<file path="src/rtl/counter_sequencer.sv">
// Control sequencer for the free-running counter core: gates enable/clear, detects
// period match, runs one-shot or periodic. Optional prescaler: COUNTER_SEQ_PRESCALE_EN.
module counter_sequencer #(
    parameter int CNT_W  = 32,
    parameter int PRE_W  = 16,
    parameter int WRAP_W = 8
) (
    input  logic              ACLK,
    input  logic              ARESETn,
    input  logic              cmd_start,
    input  logic              cmd_stop,
    input  logic              cmd_clear,
    input  logic              cfg_mode,
    input  logic [CNT_W-1:0]  cfg_period,
    input  logic [PRE_W-1:0]  cfg_prescale,
    input  logic [CNT_W-1:0]  cnt_value,
    output logic              cnt_clr,
    output logic              cnt_en,
    output logic              irq,
    input  logic              irq_ack,
    output logic [1:0]        state,
    output logic              busy,
    output logic [WRAP_W-1:0] wrap_count
);

    typedef enum logic [1:0] {
        ST_IDLE  = 2'b00,
        ST_RUN   = 2'b01,
        ST_PAUSE = 2'b10,
        ST_DONE  = 2'b11
    } seq_state_t;

    localparam logic [CNT_W-1:0]  CNT_ONE  = {{(CNT_W-1){1'b0}}, 1'b1};
    localparam logic [WRAP_W-1:0] WRAP_ONE = {{(WRAP_W-1){1'b0}}, 1'b1};
    localparam logic [WRAP_W-1:0] WRAP_MAX = {WRAP_W{1'b1}};

    seq_state_t        state_r;
    seq_state_t        next_s;
    logic              irq_r;
    logic [WRAP_W-1:0] wrap_r;
    logic              tick_s;
    logic              match_s;
    logic              period_nz_s;
    logic              en_s;
    logic              clr_s;
    logic              wrap_clr_s;
    logic              pre_clr_s;

`ifdef COUNTER_SEQ_PRESCALE_EN
    logic [PRE_W-1:0]  pre_r;

    assign tick_s = (pre_r == cfg_prescale);

    // Prescaler: advances only while running, frozen in PAUSE, zeroed on (re)start and clear.
    always_ff @(posedge ACLK or negedge ARESETn) begin
        if (!ARESETn) begin
            pre_r <= {PRE_W{1'b0}};
        end else if (pre_clr_s) begin
            pre_r <= {PRE_W{1'b0}};
        end else if (state_r == ST_RUN) begin
            if (tick_s) begin
                pre_r <= {PRE_W{1'b0}};
            end else begin
                pre_r <= pre_r + {{(PRE_W-1){1'b0}}, 1'b1};
            end
        end else begin
            pre_r <= pre_r;
        end
    end
`else
    logic unused_prescale_s;

    assign unused_prescale_s = ^{cfg_prescale, pre_clr_s};
    assign tick_s            = 1'b1;
`endif

    assign period_nz_s = (cfg_period != {CNT_W{1'b0}});
    assign match_s     = (state_r == ST_RUN) && tick_s && (cnt_value == (cfg_period - CNT_ONE));

    // Next-state and counter-control decode; clear beats stop beats start.
    always_comb begin
        next_s     = state_r;
        en_s       = 1'b0;
        clr_s      = 1'b0;
        wrap_clr_s = 1'b0;
        pre_clr_s  = 1'b0;
        if (cmd_clear) begin
            clr_s      = 1'b1;
            wrap_clr_s = 1'b1;
            pre_clr_s  = 1'b1;
            next_s     = ST_IDLE;
        end else begin
            case (state_r)
                ST_IDLE, ST_DONE: begin
                    if (cmd_start && !cmd_stop && period_nz_s) begin
                        clr_s     = 1'b1;
                        pre_clr_s = 1'b1;
                        next_s    = ST_RUN;
                    end else begin
                        next_s = state_r;
                    end
                end
                ST_RUN: begin
                    en_s = tick_s && !cmd_stop;
                    if (match_s) begin
                        if (cfg_mode) begin
                            clr_s  = 1'b1;
                            next_s = cmd_stop ? ST_PAUSE : ST_RUN;
                        end else begin
                            next_s = ST_DONE;
                        end
                    end else if (cmd_stop) begin
                        next_s = ST_PAUSE;
                    end else begin
                        next_s = ST_RUN;
                    end
                end
                ST_PAUSE: begin
                    if (cmd_start && !cmd_stop) begin
                        next_s = ST_RUN;
                    end else begin
                        next_s = ST_PAUSE;
                    end
                end
                default: begin
                    next_s = ST_IDLE;
                end
            endcase
        end
    end

    // State register.
    always_ff @(posedge ACLK or negedge ARESETn) begin
        if (!ARESETn) begin
            state_r <= ST_IDLE;
        end else begin
            state_r <= next_s;
        end
    end

    // Sticky interrupt: a new match wins over a same-cycle acknowledge.
    always_ff @(posedge ACLK or negedge ARESETn) begin
        if (!ARESETn) begin
            irq_r <= 1'b0;
        end else if (match_s) begin
            irq_r <= 1'b1;
        end else if (irq_ack) begin
            irq_r <= 1'b0;
        end else begin
            irq_r <= irq_r;
        end
    end

    // Saturating tally of completed periods.
    always_ff @(posedge ACLK or negedge ARESETn) begin
        if (!ARESETn) begin
            wrap_r <= {WRAP_W{1'b0}};
        end else if (wrap_clr_s) begin
            wrap_r <= {WRAP_W{1'b0}};
        end else if (match_s && (wrap_r != WRAP_MAX)) begin
            wrap_r <= wrap_r + WRAP_ONE;
        end else begin
            wrap_r <= wrap_r;
        end
    end

    // Core controls are masked by reset so they drop immediately, independent of the clock.
    assign cnt_en     = en_s & ARESETn;
    assign cnt_clr    = clr_s & ARESETn;
    assign state      = state_r;
    assign busy       = (state_r == ST_RUN);
    assign irq        = irq_r;
    assign wrap_count = wrap_r;

endmodule

</file>
<file path="config.mk">
export PLATFORM = sky130hd
export DESIGN_NAME = counter_sequencer
export DESIGN_NICKNAME = d
export VERILOG_FILES = /design/src/rtl/counter_sequencer.sv
export SDC_FILE = /design/constraint.sdc
export NUM_CORES = 1
export LEC_CHECK = 0
export ABC_AREA = 0
export ABC_CLOCK_PERIOD_IN_PS = 3000
export CORE_ASPECT_RATIO = 0.6
export CORE_MARGIN = 2
export CORE_UTILIZATION = 30
export CTS_CLUSTER_DIAMETER = 50
export CTS_CLUSTER_SIZE = 24
export DETAILED_ROUTE_END_ITERATION = 7
export HOLD_SLACK_MARGIN = 0.02
export PLACE_DENSITY_LB_ADDON = 0.08
export SETUP_SLACK_MARGIN = 0.15
export SLEW_MARGIN = 20
export SYNTH_ARGS = -nofsm -noshare
export SYNTH_HDL_FRONTEND = slang
export SYNTH_SLANG_ARGS = --single-unit
</file>
<file path="constraint.sdc">
create_clock -name ACLK -period 3 [get_ports ACLK]
set_input_delay 0.3 -clock ACLK [delete_from_list [all_inputs] [get_ports ACLK]]
set_output_delay 0.3 -clock ACLK [all_outputs]
set_load 0.01 [all_outputs]
</file>
==> results.json, run 1 <==
{
  "htree_num_levels": 1,
  "drt-pass1-iter-count": 4,
  "place_area_um2": 3580,
  "clkSlewWorstSetupHoldPaths_ns": 0.04,
  "wl_per_cell_um": 16.4,
  "synth_fp_nets": 367,
  "r2r-start": "state[1]$_DFFE_PN0P_",
  "post-route-drc-count": 0,
  "path_cells": "dlygate4sd2_1, or4_4, o41ai_4, nand2_1, o21ai_1, nand3_1, a2111oi_4, nand4_2, buf_6, buf_8, nor4_4, mux2_4",
  "skew_ns": 0.00303,
  "cap_violations": 0,
  "syn_inst": 276,
  "status": "complete, but fails checks",
  "die_height_um": 68.7,
  "final_nets": 542,
  "relSlewSlack": 0.599,
  "final_cell_area_um2": 4140,
  "rows": 23,
  "fin_setup_tns_ns": -0.0965,
  "viasPerCell": 5.28,
  "ctsHoldBuffers": 0,
  "worst-setup-path-type": "input pin to flip-flop",
  "hpwl_um": 6650,
  "crit_path_end_kind": "flip-flop",
  "synth.avg_cell_area_um2": 7.58,
  "reg2reg_slack_ns": 0.39,
  "synth_edf_count": 0,
  "antenna_left": 0,
  "grt_pass1_wl_um": 13600,
  "initial_core_util": 0.312,
  "setup-violations-final": 4,
  "swShare": 0.348,
  "max_stage_delay_ns": 0.50,
  "tightest_slew_ns": 0.597,
  "via_count": 2838,
  "violations": "setup timing",
  "port_buffers": 84,
  "drt-total-wl_um": 8800,
  "critical_path.slowest_cell": "or4_4",
  "drive_gt1_frac": 0.402,
  "cp_max_fo": 5,
  "antennaDiodeCount": 0,
  "cts_tree": "yes",
  "ys_seq_area_frac": 0.132,
  "path_depth": 12,
  "area_delta_synth_final_pct": 98.2,
  "leakage_nw": 1.72,
  "fin_crit_sh": 1.02,
  "io_pins": 101,
  "syn-cell-area_um2": 2090,
  "fillers": 598,
  "ys_types": 68,
  "p_sw_w": 0.000338,
  "power.density_nw_per_um2": 234,
  "fmax_ghz": 0.328,
  "hold_class": "input pin to async pin",
  "crit_end": "wrap_count[0]$_DFFE_PN0P_",
  "post-route-util": 0.618,
  "startpoint_type": "input pin",
  "crit_start": "cfg_period[29]",
  "reg2reg_depth": 11,
  "clkPwrFrac": 0.259,
  "hold_violations": 0,
  "insertion_delay_ns": 0.24,
  "cts-root-buf": "clkbuf_16",
  "crit_buf_inv": 3,
  "cts_buffer_depth": 2,
  "min_period_ns": 3.05,
  "synth_seq_cells": 11,
  "cp.arrival_ns": 3.17,
  "numCtsBuffers": 3,
  "sequentialPowerShare": 0.173,
  "grt_max_degree": 13,
  "peakVddDrop_v": 0.000244,
  "required_ns": 3.13,
  "grt_pass1_vias": 2730,
  "antenna_found_initial": 0,
  "die_area_um2": 7680,
  "slew_viol_final": 0,
  "yosys_warnings": 0,
  "async_flop_share": 1.00,
  "combinationalPowerShare": 0.568,
  "rsz0062_at_grt": "true",
  "grt-ovfl-total": 0,
  "grt_usage": 0.223,
  "die_w_um": 112,
  "cts.sinks": 11,
  "core_um2": 6710,
  "drt_iter0_markers": 115,
  "synth_top_flop_cell": "dfrtp_1",
  "gp_congestion": 0.864,
  "finalWorstSetupSlack_ns": -0.0461,
  "regToRegEndpoint": "wrap_count[0]$_DFFE_PN0P_",
  "internal_power_w": 0.000631,
  "path_delay_family": "simple AND/OR/NAND/NOR gates"
}
final cells by class:
type,count,area [um2],area share
Inverter,15,56.3,0.0136
Tap cell,87,109,0.0263
Multi-Input combinational cell,241,2060,0.497
Timing Repair Buffer,179,1570,0.378
Clock buffer,4,78.8,0.0190
Sequential cell,11,275,0.0664
cell usage in the layout, fill, tap and decap left out, drive strengths merged, types with 13 or more instances in the layout:
cell type        n
buf            101
clkdlybuf4s50   55
xnor2           21
nor3            21
nor2            20
inv             15
nand4           15
xor2            14
a21oi           14
nor4            14
clkbuf          13
synthesized netlist by cell type, drive strengths merged, types with 5 or more instances:
cell | instances | share of area
nor3 | 21 | 0.063
xnor2 | 21 | 0.088
nor2 | 20 | 0.036
inv | 15 | 0.027
nand4 | 15 | 0.051
a21oi | 14 | 0.035
nor4 | 14 | 0.058
xor2 | 14 | 0.059
nand2 | 12 | 0.022
o21ai | 12 | 0.029
dfrtp | 11 | 0.13
nand3 | 10 | 0.024
or3 | 8 | 0.025
or4 | 7 | 0.026
and3 | 5 | 0.016
nand2b | 5 | 0.015
or2 | 5 | 0.015
repair_timing:
| action | CTS | global route |
|---|---|---|
| buffers inserted | 11 | 9 |
| endpoints found under the hold margin | 0 | 0 |
| setup endpoints to repair | 12 | 12 |
| resized for setup | 82 | 59 |
| pin swaps | 34 | 31 |
per-layer routing:
| metal | share of wire | global-route usage | vias up |
|---|---|---|---|
| li1 | - | - | 1405 |
| met1 | 0.53 | 0.357 | 1322 |
| met2 | 0.40 | 0.318 | 105 |
| met3 | 0.068 | 0.0306 | 6 |
| met4 | 0.0048 | 0.0309 | 0 |
| met5 | 0 | 0 | - |
kinds of logic (layout without fill, tap and decap cells):
| family | Yosys count | after routing | synth area share |
|---|---|---|---|
| simple gates | 138 | 138 | 0.411 |
| compound gates | 57 | 57 | 0.193 |
| xor+xnor | 35 | 35 | 0.147 |
| buf+inv | 24 | 198 | 0.0586 |
| flops | 11 | 11 | 0.132 |
| mux | 7 | 7 | 0.0359 |
| fa+ha+maj | 4 | 4 | 0.0239 |
stage by stage:
stage	std cells	hold slack, ns	worst slack [ns]	total power [W]
floorplan	276	0.00441	0.166	0.000384
global placement	513	0.528	-0.866	0.000666
detailed placement	513	0.530	-0.919	0.000668
CTS	528	0.526	-0.0764	0.000944
global route	537	0.541	-0.153	0.00102
finish	537	0.515	-0.0461	0.000969
sequential cells by signal, indices dropped and copies added (netlist names):
signal	flops
irq	1
state	2
wrap_count	8
worst min path at each step:
stage | from | endpoint | slack, ns | cells after the start
6_report | ARESETn | wrap_count[0]$_DFFE_PN0P_ | 0.52 | 2
3_5_place_dp | irq$_DFFE_PN0P_ | irq$_DFFE_PN0P_ | 0.53 | 2
3_3_place_gp | irq$_DFFE_PN0P_ | irq$_DFFE_PN0P_ | 0.53 | 2
5_1_grt | ARESETn | wrap_count[6]$_DFFE_PN0P_ | 0.54 | 2
2_1_floorplan | ARESETn | irq$_DFFE_PN0P_ | 0.004 | 0
4_1_cts | ARESETn | wrap_count[6]$_DFFE_PN0P_ | 0.53 | 2
power groups by stage:
stage               Sequential (W)  Combinational (W)  Clock [W]
floorplan                 0.000174           0.000209          0
global placement          0.000170           0.000496          0
detailed placement        0.000169           0.000499          0
CTS                       0.000167           0.000524   0.000252
global route              0.000168           0.000596   0.000258
finish                    0.000168           0.000551   0.000251
(Power assumes the default switching activity.)
==> run 2: changes to the inputs <==
--- a/config.mk
+++ b/config.mk
@@ -16,6 +16,7 @@
 export HOLD_SLACK_MARGIN = 0.02
 export PLACE_DENSITY_LB_ADDON = 0.08
 export SETUP_SLACK_MARGIN = 0.15
+export SKIP_LAST_GASP = 1
 export SLEW_MARGIN = 20
 export SYNTH_ARGS = -nofsm -noshare
 export SYNTH_HDL_FRONTEND = slang
==> results of run 2 <==
Final layout, timing and power as in run 1 (identical DEF).
